File: src/rtl/sync_link_pkg.sv
// Shared definitions for the serial sync-pattern link.
//   link_state_e     : transmitter FSM states (IDLE, SYNC, DATA)
//   SYNC_W_DEFAULT   : default sync pattern length in bits
//   SYNC_PAT_DEFAULT : default sync pattern, sent MSB first
//   FAR_END_TIMEOUT  : idle cycles after which the far-end detector loses lock
//   keepalive_ok()   : legality check for a keepalive interval
package sync_link_pkg;

    typedef enum logic [1:0] {
        IDLE,
        SYNC,
        DATA
    } link_state_e;

    localparam int unsigned SYNC_W_DEFAULT = 3;
    localparam logic [SYNC_W_DEFAULT-1:0] SYNC_PAT_DEFAULT = 3'b101;
    localparam int unsigned FAR_END_TIMEOUT = 128;

    // A keepalive must fire before the far end times out, and the idle
    // counter needs at least two states to be meaningful.
    function automatic bit keepalive_ok(input int unsigned keepalive);
        return (keepalive >= 2) && (keepalive < FAR_END_TIMEOUT);
    endfunction

endpackage

File: src/rtl/piso_shift.sv
// Parallel-in serial-out shift register, MSB first.
//   clk, rst : clock and synchronous active-high reset (clears the register)
//   load     : capture par_in (has priority over shift)
//   shift    : shift left by one, filling with 0
//   par_in   : parallel word to load
//   ser_out  : current MSB; a flop output, so it can drive a pin directly
module piso_shift #(
    parameter int unsigned WIDTH = 11
) (
    input  logic             clk,
    input  logic             rst,
    input  logic             load,
    input  logic             shift,
    input  logic [WIDTH-1:0] par_in,
    output logic             ser_out
);

    logic [WIDTH-1:0] sreg;

    always_ff @(posedge clk) begin
        if (rst) begin
            sreg <= '0;
        end else if (load) begin
            sreg <= par_in;
        end else if (shift) begin
            sreg <= {sreg[WIDTH-2:0], 1'b0};
        end
    end

    assign ser_out = sreg[WIDTH-1];

endmodule

File: src/rtl/sync_pattern_tx.sv
// Serial framing transmitter: sends each accepted word MSB first behind a
// sync pattern, and sends sync-only keepalive frames while idle.
//   clk, rst   : clock and synchronous active-high reset
//   in_valid   : in_data holds a word to send
//   in_data    : payload word
//   in_ready   : word accepted on this edge if in_valid is also high
//   dataout    : serial line (registered)
//   busy       : a frame is in progress
//   frame_done : pulse while the last bit of any frame is on dataout
//   keepalive  : pulse while the first bit of a keepalive frame is on dataout
module sync_pattern_tx
    import sync_link_pkg::*;
#(
    parameter int unsigned            DATA_W    = 8,
    parameter int unsigned            SYNC_W    = SYNC_W_DEFAULT,
    parameter logic [SYNC_W-1:0]      SYNC_PAT  = SYNC_PAT_DEFAULT,
    parameter int unsigned            KEEPALIVE = 100
) (
    input  logic              clk,
    input  logic              rst,
    input  logic              in_valid,
    input  logic [DATA_W-1:0] in_data,
    output logic              in_ready,
    output logic              dataout,
    output logic              busy,
    output logic              frame_done,
    output logic              keepalive
);

    localparam int unsigned FRAME_W = SYNC_W + DATA_W;
    localparam int unsigned CNT_W   = $clog2(FRAME_W + 1);
    localparam int unsigned IDLE_W  = $clog2(KEEPALIVE);

    localparam logic [CNT_W-1:0]  LAST_SYNC = CNT_W'(SYNC_W - 1);
    localparam logic [CNT_W-1:0]  LAST_DATA = CNT_W'(FRAME_W - 1);
    localparam logic [IDLE_W-1:0] IDLE_MAX  = IDLE_W'(KEEPALIVE - 1);

    if (!keepalive_ok(KEEPALIVE)) begin : g_bad_keepalive
        $error("KEEPALIVE must be >= 2 and < %0d", FAR_END_TIMEOUT);
    end

    link_state_e        state;
    logic               data_flag;
    logic [CNT_W-1:0]   bit_cnt;
    logic [CNT_W-1:0]   bit_cnt_inc;
    logic [CNT_W-1:0]   last_idx;
    logic [IDLE_W-1:0]  idle_cnt;
    logic               transfer;
    logic               ka_start;
    logic               sreg_load;
    logic               sreg_shift;
    logic [FRAME_W-1:0] sreg_par;

    assign in_ready    = (state == IDLE) && !rst;
    assign busy        = (state != IDLE);
    assign transfer    = in_valid && in_ready;
    // A data frame carries the sync pattern too, so it wins over expiry.
    assign ka_start    = (state == IDLE) && !transfer && (idle_cnt == IDLE_MAX);
    assign sreg_load   = transfer || ka_start;
    assign sreg_shift  = (state != IDLE);
    assign sreg_par    = transfer ? {SYNC_PAT, in_data} : {SYNC_PAT, {DATA_W{1'b0}}};
    assign bit_cnt_inc = bit_cnt + CNT_W'(1);
    assign last_idx    = data_flag ? LAST_DATA : LAST_SYNC;

    // The register loads on the start edge so the first sync bit is on the
    // line in the very next cycle; shifting past the last bit brings in the
    // zero fill, which is the idle level.
    piso_shift #(
        .WIDTH (FRAME_W)
    ) u_piso_shift (
        .clk     (clk),
        .rst     (rst),
        .load    (sreg_load),
        .shift   (sreg_shift),
        .par_in  (sreg_par),
        .ser_out (dataout)
    );

    // bit_cnt is the index of the frame bit currently on dataout.
    always_ff @(posedge clk) begin
        if (rst) begin
            state      <= IDLE;
            data_flag  <= 1'b0;
            bit_cnt    <= '0;
            idle_cnt   <= '0;
            frame_done <= 1'b0;
            keepalive  <= 1'b0;
        end else begin
            frame_done <= 1'b0;
            keepalive  <= 1'b0;
            unique case (state)
                IDLE: begin
                    bit_cnt <= '0;
                    if (transfer) begin
                        state     <= SYNC;
                        data_flag <= 1'b1;
                        idle_cnt  <= '0;
                    end else if (ka_start) begin
                        state      <= SYNC;
                        data_flag  <= 1'b0;
                        idle_cnt   <= '0;
                        keepalive  <= 1'b1;
                        frame_done <= (SYNC_W == 1);
                    end else begin
                        // Expiry always leaves IDLE, so this never passes IDLE_MAX.
                        idle_cnt <= idle_cnt + IDLE_W'(1);
                    end
                end
                SYNC, DATA: begin
                    if (bit_cnt == last_idx) begin
                        state   <= IDLE;
                        bit_cnt <= '0;
                    end else begin
                        bit_cnt <= bit_cnt_inc;
                        if (bit_cnt == LAST_SYNC) begin
                            state <= DATA;
                        end
                        frame_done <= (bit_cnt_inc == last_idx);
                    end
                end
                default: begin
                    state <= IDLE;
                end
            endcase
        end
    end

endmodule

File: config.mk
export PLATFORM = sky130hd
export DESIGN_NAME = sync_pattern_tx
export DESIGN_NICKNAME = d
export VERILOG_FILES = /design/src/rtl/sync_link_pkg.sv /design/src/rtl/piso_shift.sv /design/src/rtl/sync_pattern_tx.sv
export SDC_FILE = /design/constraint.sdc
export NUM_CORES = 1
export LEC_CHECK = 0
export BUFFER_PORTS_ARGS = -buffer_cell sky130_fd_sc_hd__buf_2
export CORE_MARGIN = 2
export CORE_UTILIZATION = 40
export CTS_BUF_LIST = sky130_fd_sc_hd__clkbuf_4
export CTS_CLUSTER_DIAMETER = 100
export CTS_CLUSTER_SIZE = 16
export DETAILED_ROUTE_END_ITERATION = 16
export GPL_TIMING_DRIVEN = 0
export HOLD_SLACK_MARGIN = 0.05
export PLACE_DENSITY = 0.69
export SLEW_MARGIN = 5
export SYNTH_ARGS = -nofsm -noshare
export SYNTH_HDL_FRONTEND = slang
export SYNTH_SLANG_ARGS = --single-unit
File: constraint.sdc
create_clock -name clk -period 3.5 [get_ports clk]
set_input_delay 0.35 -clock clk [delete_from_list [all_inputs] [get_ports clk]]
set_output_delay 0.35 -clock clk [all_outputs]
set_load 0.1 [all_outputs]
# Word-level counts from Yosys, hierarchy flattened

Index checks and enable logic that the tools add are counted.

Register bits: 27
Input port bits: 11
Output and inout bits: 5
Logic and storage cells: 52

$add $sub $neg: 2
Equal/unequal tests: 8
Mux-type cells: 16
Bitwise logic cells: 2
Reduce and logical (&&, ||, !) cells: 17

Operators with widths:

| operator                                                         | count |
|---|---|
| 11-bit 2-to-1 mux                                                | 2 |
| 7-bit 2-to-1 mux                                                 | 2 |
| 4-bit == test                                                    | 2 |
| 2-bit 2-to-1 mux                                                 | 4 |
| 4-bit 2-to-1 mux                                                 | 2 |
| 8-bit 2-to-1 mux                                                 | 1 |
| 4-bit one-hot mux with 2 select lines                            | 1 |
| 2-bit nonzero test                                               | 4 |
| 7-bit by 1-bit adder with 7-bit output (second input constant)   | 1 |
| 7-bit == test (second input constant)                            | 1 |
| 3-bit != test (second input constant)                            | 2 |
| 3-bit OR reduction                                               | 2 |
| 4-bit by 1-bit adder with 4-bit output (second input constant)   | 1 |
| 4-bit by 2-bit == test with 1-bit output (second input constant) | 1 |
| 1-bit logical AND                                                | 4 |
| 2-bit one-hot mux with 2 select lines                            | 1 |
| 2-bit AND reduction                                              | 2 |
| 1-bit 2-to-1 mux                                                 | 3 |
| 2-bit by 1-bit == test with 1-bit output (second input constant) | 1 |
| 2-bit == test (second input constant)                            | 1 |
| 1-bit zero test                                                  | 2 |
| 2-bit zero test                                                  | 1 |
| 1-bit NOT                                                        | 2 |
| 2-bit OR reduction                                               | 1 |
| 1-bit logical OR                                                 | 1 |

# Longest topological paths before layout

Depth in word-level cells: 9
Depth in mapped cells: 6
Mapped depth without buffers: 6

# By module

Synthesis repeated with hierarchy kept, for this count alone.

Cell total of the unflattened synthesis: 167
Area, all modules: 1480.2 um2

By module, submodules not included:

| module          | instances | cells an instance | area an instance (um2) | seq. area each (um2) |
|---|---|---|---|---|
| sync_pattern_tx | 1         | 119               | 982.2                  | 320.3 |
| piso_shift      | 1         | 48                | 498.0                  | 220.2 |

# Worst setup path before layout

OpenSTA, ideal clock, no wires.

Kind: register -> register
Start: reg state[0]
End: reg idle_cnt[3]
Library setup time: 67 ps
Arrival time: 1844 ps
Data required time: 3433 ps
Slack: 1589 ps
Stages on the path, launching flop included: 7
Path buffers: 1
Period minus slack after synthesis: 1911 ps
Cells stage by stage: dfxtp_1 -> inv_1 -> ha_1 -> clkbuf_1 -> inv_1 -> o21bai_1 -> nor2_1

Cells in the longest elaborated chain, start to end: 8

Ends and longest elaborated chain:

| item                            | line                                                                | text |
|---|---|---|
| start: declaration              | sync_pattern_tx.sv:42                                               | `link_state_e state;` |
| start signal: assignment        | sync_pattern_tx.sv:82                                               | `state <= IDLE;` |
| start signal: assignment        | sync_pattern_tx.sv:95                                               | `state <= SYNC;` |
| start signal: assignment        | sync_pattern_tx.sv:99                                               | `state <= SYNC;` |
| 2-bit zero test (*)             | sync_pattern_tx.sv:54, sync_pattern_tx.sv:58, sync_pattern_tx.sv:91 |  |
| 1-bit logical AND               | sync_pattern_tx.sv:54                                               | `assign in_ready = (state == IDLE) && !rst;` |
| 1-bit logical AND               | sync_pattern_tx.sv:56                                               | `assign transfer = in_valid && in_ready;` |
| 1-bit zero test                 | sync_pattern_tx.sv:58                                               | `assign ka_start = (state == IDLE) && !transfer && (idle_cnt == IDLE_MAX);` |
| 1-bit logical AND (2 in series) | sync_pattern_tx.sv:58                                               |  |
| 7-bit 2-to-1 mux                | sync_pattern_tx.sv:98                                               | `end else if (ka_start) begin` |
| 7-bit 2-to-1 mux                | sync_pattern_tx.sv:94                                               | `if (transfer) begin` |
| end signal: assignment          | sync_pattern_tx.sv:106                                              | `idle_cnt <= idle_cnt + IDLE_W'(1);` |
| end: declaration                | sync_pattern_tx.sv:47                                               | `logic [IDLE_W-1:0] idle_cnt;` |

Mark *: on every way between the ends. The rest lies on a longest branch, timed or not.
A chain may end at the register's enable or synchronous reset.

# Worst setup path in the final report

Start: reg state[0]
End: out in_ready

Cells in the longest elaborated chain, start to end: 2

Ends and longest elaborated chain:

| item              | line                  | text |
|---|---|---|
| 2-bit zero test   | sync_pattern_tx.sv:54 |  |
| 1-bit logical AND | sync_pattern_tx.sv:54 |  |
| end: declaration  | sync_pattern_tx.sv:23 | `output logic in_ready,` |

Every way passes these cells.

==> impl_metrics.csv <==
group,metric,value,unit
layout,fill_cells,300,
critical_path,end_kind,"output port",
synth,synth.top_cell.area_share,41.3,%
synth,yosysUniqueCellTypes,35,
placed_design,place_congestion,0.758,
critical_path,critPathLaunch,"state[0]",
placed_design,port_buffers,14,
sta,final.setup.tns,0,ns
layout,final_cell_mix,"dfxtp_1, buf_2, nor2_1",
synth,async_flop_share,0,%
route,via_per_inst,5.32,
critical_path,path_cells,"inv_1, ha_1, clkbuf_1, nand2b_1, inv_1, buf_2",
floorplan,dieArea,3740,um^2
worst_hold_path,min_path_type,"in -> reg",
floorplan,row_count,20,
floorplan,initial_core_util,42.5,%
layout,diodes,0,
route,drc,0,
synth,ys_ff_latch,27,
critical_path,crit_cells,6,
global_routing,first_global_vias,1069,
global_routing,grtUsageTotal,17.2,%
sta,drv_slew,0,
route,drt_wl_total,2.76,mm
route,drtAntennaViolNets,0,
critical_path,reg2reg_slack,1.74,ns
pwr,irDropWorstVdd,544,uV
critical_path,rr_startpoint,"state[0]",
floorplan,fp.dieW,61.2,um
sta,finalHoldViolCount,0,
critical_path,worstRegToRegCells,6,
pwr,p_total,1130,uW
route,drt_iter0_drc,46,
sta,slew_headroom,67.7,%
sta,skew,0.00303,ns
clock_tree,numCtsBuffers,3,
global_routing,grtUsageMet1,22.1,%
floorplan,die_h,61.2,um
synth,synth_edf_count,0,
clock_tree,cts_repair_resize_count,0,
floorplan,ioPinCount,16,
sta,grt_setup_unrepaired,"false",
critical_path,crit_top_cell,"inv_1",
synth,synth-seq-area-share,41.3,%
synth,syn_nets,164,
route,dr.pass1.iters,4,
critical_path,crit_family,"buffers and inverters",
critical_path,cp-endpoint,"in_ready",
sta,worst_pin_slew,0.485,ns
clock_tree,clockBufferDepth,2,
synth,synthTopCellsByArea,"dfxtp_1, ha_1, nor2_1",
route,wl_per_cell,13.3,um
pwr,powerDensity,771,nW/um^2
critical_path,criticalPathCategory,"reg -> out",
synth,yosys.area.top_type,"dfxtp_1",
clock_tree,hold_buffers,0,
sta,fin_crit,2.34,ns
layout,regArea,541,um^2
layout,layout_commonest_cell,"dfxtp_1",
sta,setup_viol,0,
global_routing,overflow,0,
critical_path,worstPathMaxFanout,10,
sta,setup_ws,1.16,ns
critical_path,arrival,1.99,ns
pwr,p_leak,0.000558,uW
global_routing,busiest_layer,"met2",
layout,drive_gt1_share,18.3,%
global_routing,grt_pass1_wl,4.79,mm
global_routing,antenna_found_initial,0,
critical_path,worstSetupStartpointType,"register",
layout,final_cells,208,
synth,synth_flop_cell,"dfxtp_1",
global_routing,grtUsageMet3,4.41,%
layout,multi_input_area,691,um^2
critical_path,worstPathRequired,3.15,ns
critical_path,crit_slowest_cell,"buf_2",
synth,postSynthCellCount,146,
global_routing,grt_max_degree,16,
clock_tree,cts_tree,"yes",
clock_tree,cts_root_buf,"clkbuf_4",
clock_tree,cts_sinks,27,
status,run_status,"finished clean",
critical_path,r2r_end,"idle_cnt[4]",
clock_tree,cts_max_level,1,
worst_hold_path,min_from,"in_data[0]",
critical_path,worst-path-buf-inv,4,
layout,area_growth,11.7,%
run,drv_cap,0,
sta,finalCritPeriodShare,66.8,%
clock_tree,cts_setup_buffers,0,
synth,syn_area,1310,um^2
placed_design,place_ws,1.53,ns
route,vias,1107,
layout,finalNetCount,183,
placed_design,place_inst,204,
placed_design,dp_hpwl,2.02,mm
floorplan,core-area,3080,um^2
synth,ys_warn_count,0,
clock_tree,path_clk_slew,0.15,ns
layout,final_core_util,47.4,%
synth,syn_area_per_cell,8.96,um^2
global_routing,grt_use_met2,28.9,%
critical_path,critPathMaxStageDelay,0.42,ns
clock_tree,clock_latency,0.33,ns
sta,max_clock_freq,0.428,GHz
flip-flops by register name, summed over array words and instances (netlist names):
register	flops
data_flag	1
u_piso_shift.sreg	11
keepalive	1
frame_done	1
bit_cnt	4
state	2
idle_cnt	7
cells in the mapped netlist, types with 2 or more instances:
cell type	instances
a21o_2	2
xnor2_1	4
nand3_1	3
or3_2	2
nor2_1	15
a311oi_1	2
clkbuf_1	5
a211oi_1	7
ha_1	7
nand3b_1	5
nand4_1	3
nand2_1	12
o21ai_0	4
nand2b_1	4
a21oi_1	9
dfxtp_1	27
a22oi_1	7
inv_1	9
nor3_1	2
xor2_1	2
cells by family (layout without fill, tap and decap cells):
| kind of cell | Yosys count | in the layout | share of synthesized area [%] |
|---|---|---|---|
| AOI/OAI and AO/OA | 36 | 36 | 19.2 |
| xor gates and xnor gates | 7 | 7 | 5.26 |
| adders and majority gates | 7 | 7 | 6.70 |
| buffers and inverters | 17 | 35 | 5.84 |
| DFF | 27 | 27 | 41.3 |
| muxes | 1 | 1 | 0.766 |
| and+or+nand+nor | 51 | 51 | 20.9 |
metrics by stage:
step | instance area (um^2) | hold WS [ns]
2_1_floorplan | 1310 | 0.429
3_3_place_gp | 1430 | 0.441
3_5_place_dp | 1430 | 0.445
4_1_cts | 1460 | 0.248
5_1_grt | 1460 | 0.236
6_report | 1460 | 0.261
cell type report:
type,count,area share (%)
clock buffers,3,1.54
repair buffers,14,4.80
plain buffers,8,2.91
clock inverters,1,0.343
multi-input cells,102,47.3
flip-flops and latches,27,37.0
well taps,44,3.77
inverters,9,2.31
worst register-to-register path, delay by kind of cell, from the launching register on:
kind	cells	cell delay, ns
simple gates	1	0.08
flops	1	0.35
buf+inv	3	0.67
compound gates	1	0.35
fa+ha+maj	1	0.21
power by group:
| part | switching, uW | total, uW | internal, uW | leakage (uW) |
|---|---|---|---|---|
| Clock | 94.1 | 137 | 42.9 | 0.0000177 |
| Sequential | 54.6 | 442 | 388 | 0.000221 |
| Combinational | 384 | 546 | 162 | 0.000320 |
| Total | 533 | 1130 | 593 | 0.000558 |
per-layer routing:
| layer | vias to the layer above | wire (um) |
|---|---|---|
| met5 | - | 0 |
| met4 | 0 | 25 |
| met2 | 20 | 1340 |
| li1 | 548 | - |
| met1 | 535 | 1300 |
| met3 | 4 | 94 |
how the worst min path moves through the flow:
stage	endpoint	slack [ns]	cells after the start
3_5_place_dp	u_piso_shift.sreg[9]	0.44	2
6_report	u_piso_shift.sreg[0]	0.26	3
5_1_grt	u_piso_shift.sreg[0]	0.24	3
2_1_floorplan	u_piso_shift.sreg[9]	0.43	2
4_1_cts	u_piso_shift.sreg[0]	0.25	3
3_3_place_gp	u_piso_shift.sreg[9]	0.44	2
No activity file was read; power rests on OpenSTA's default activity.
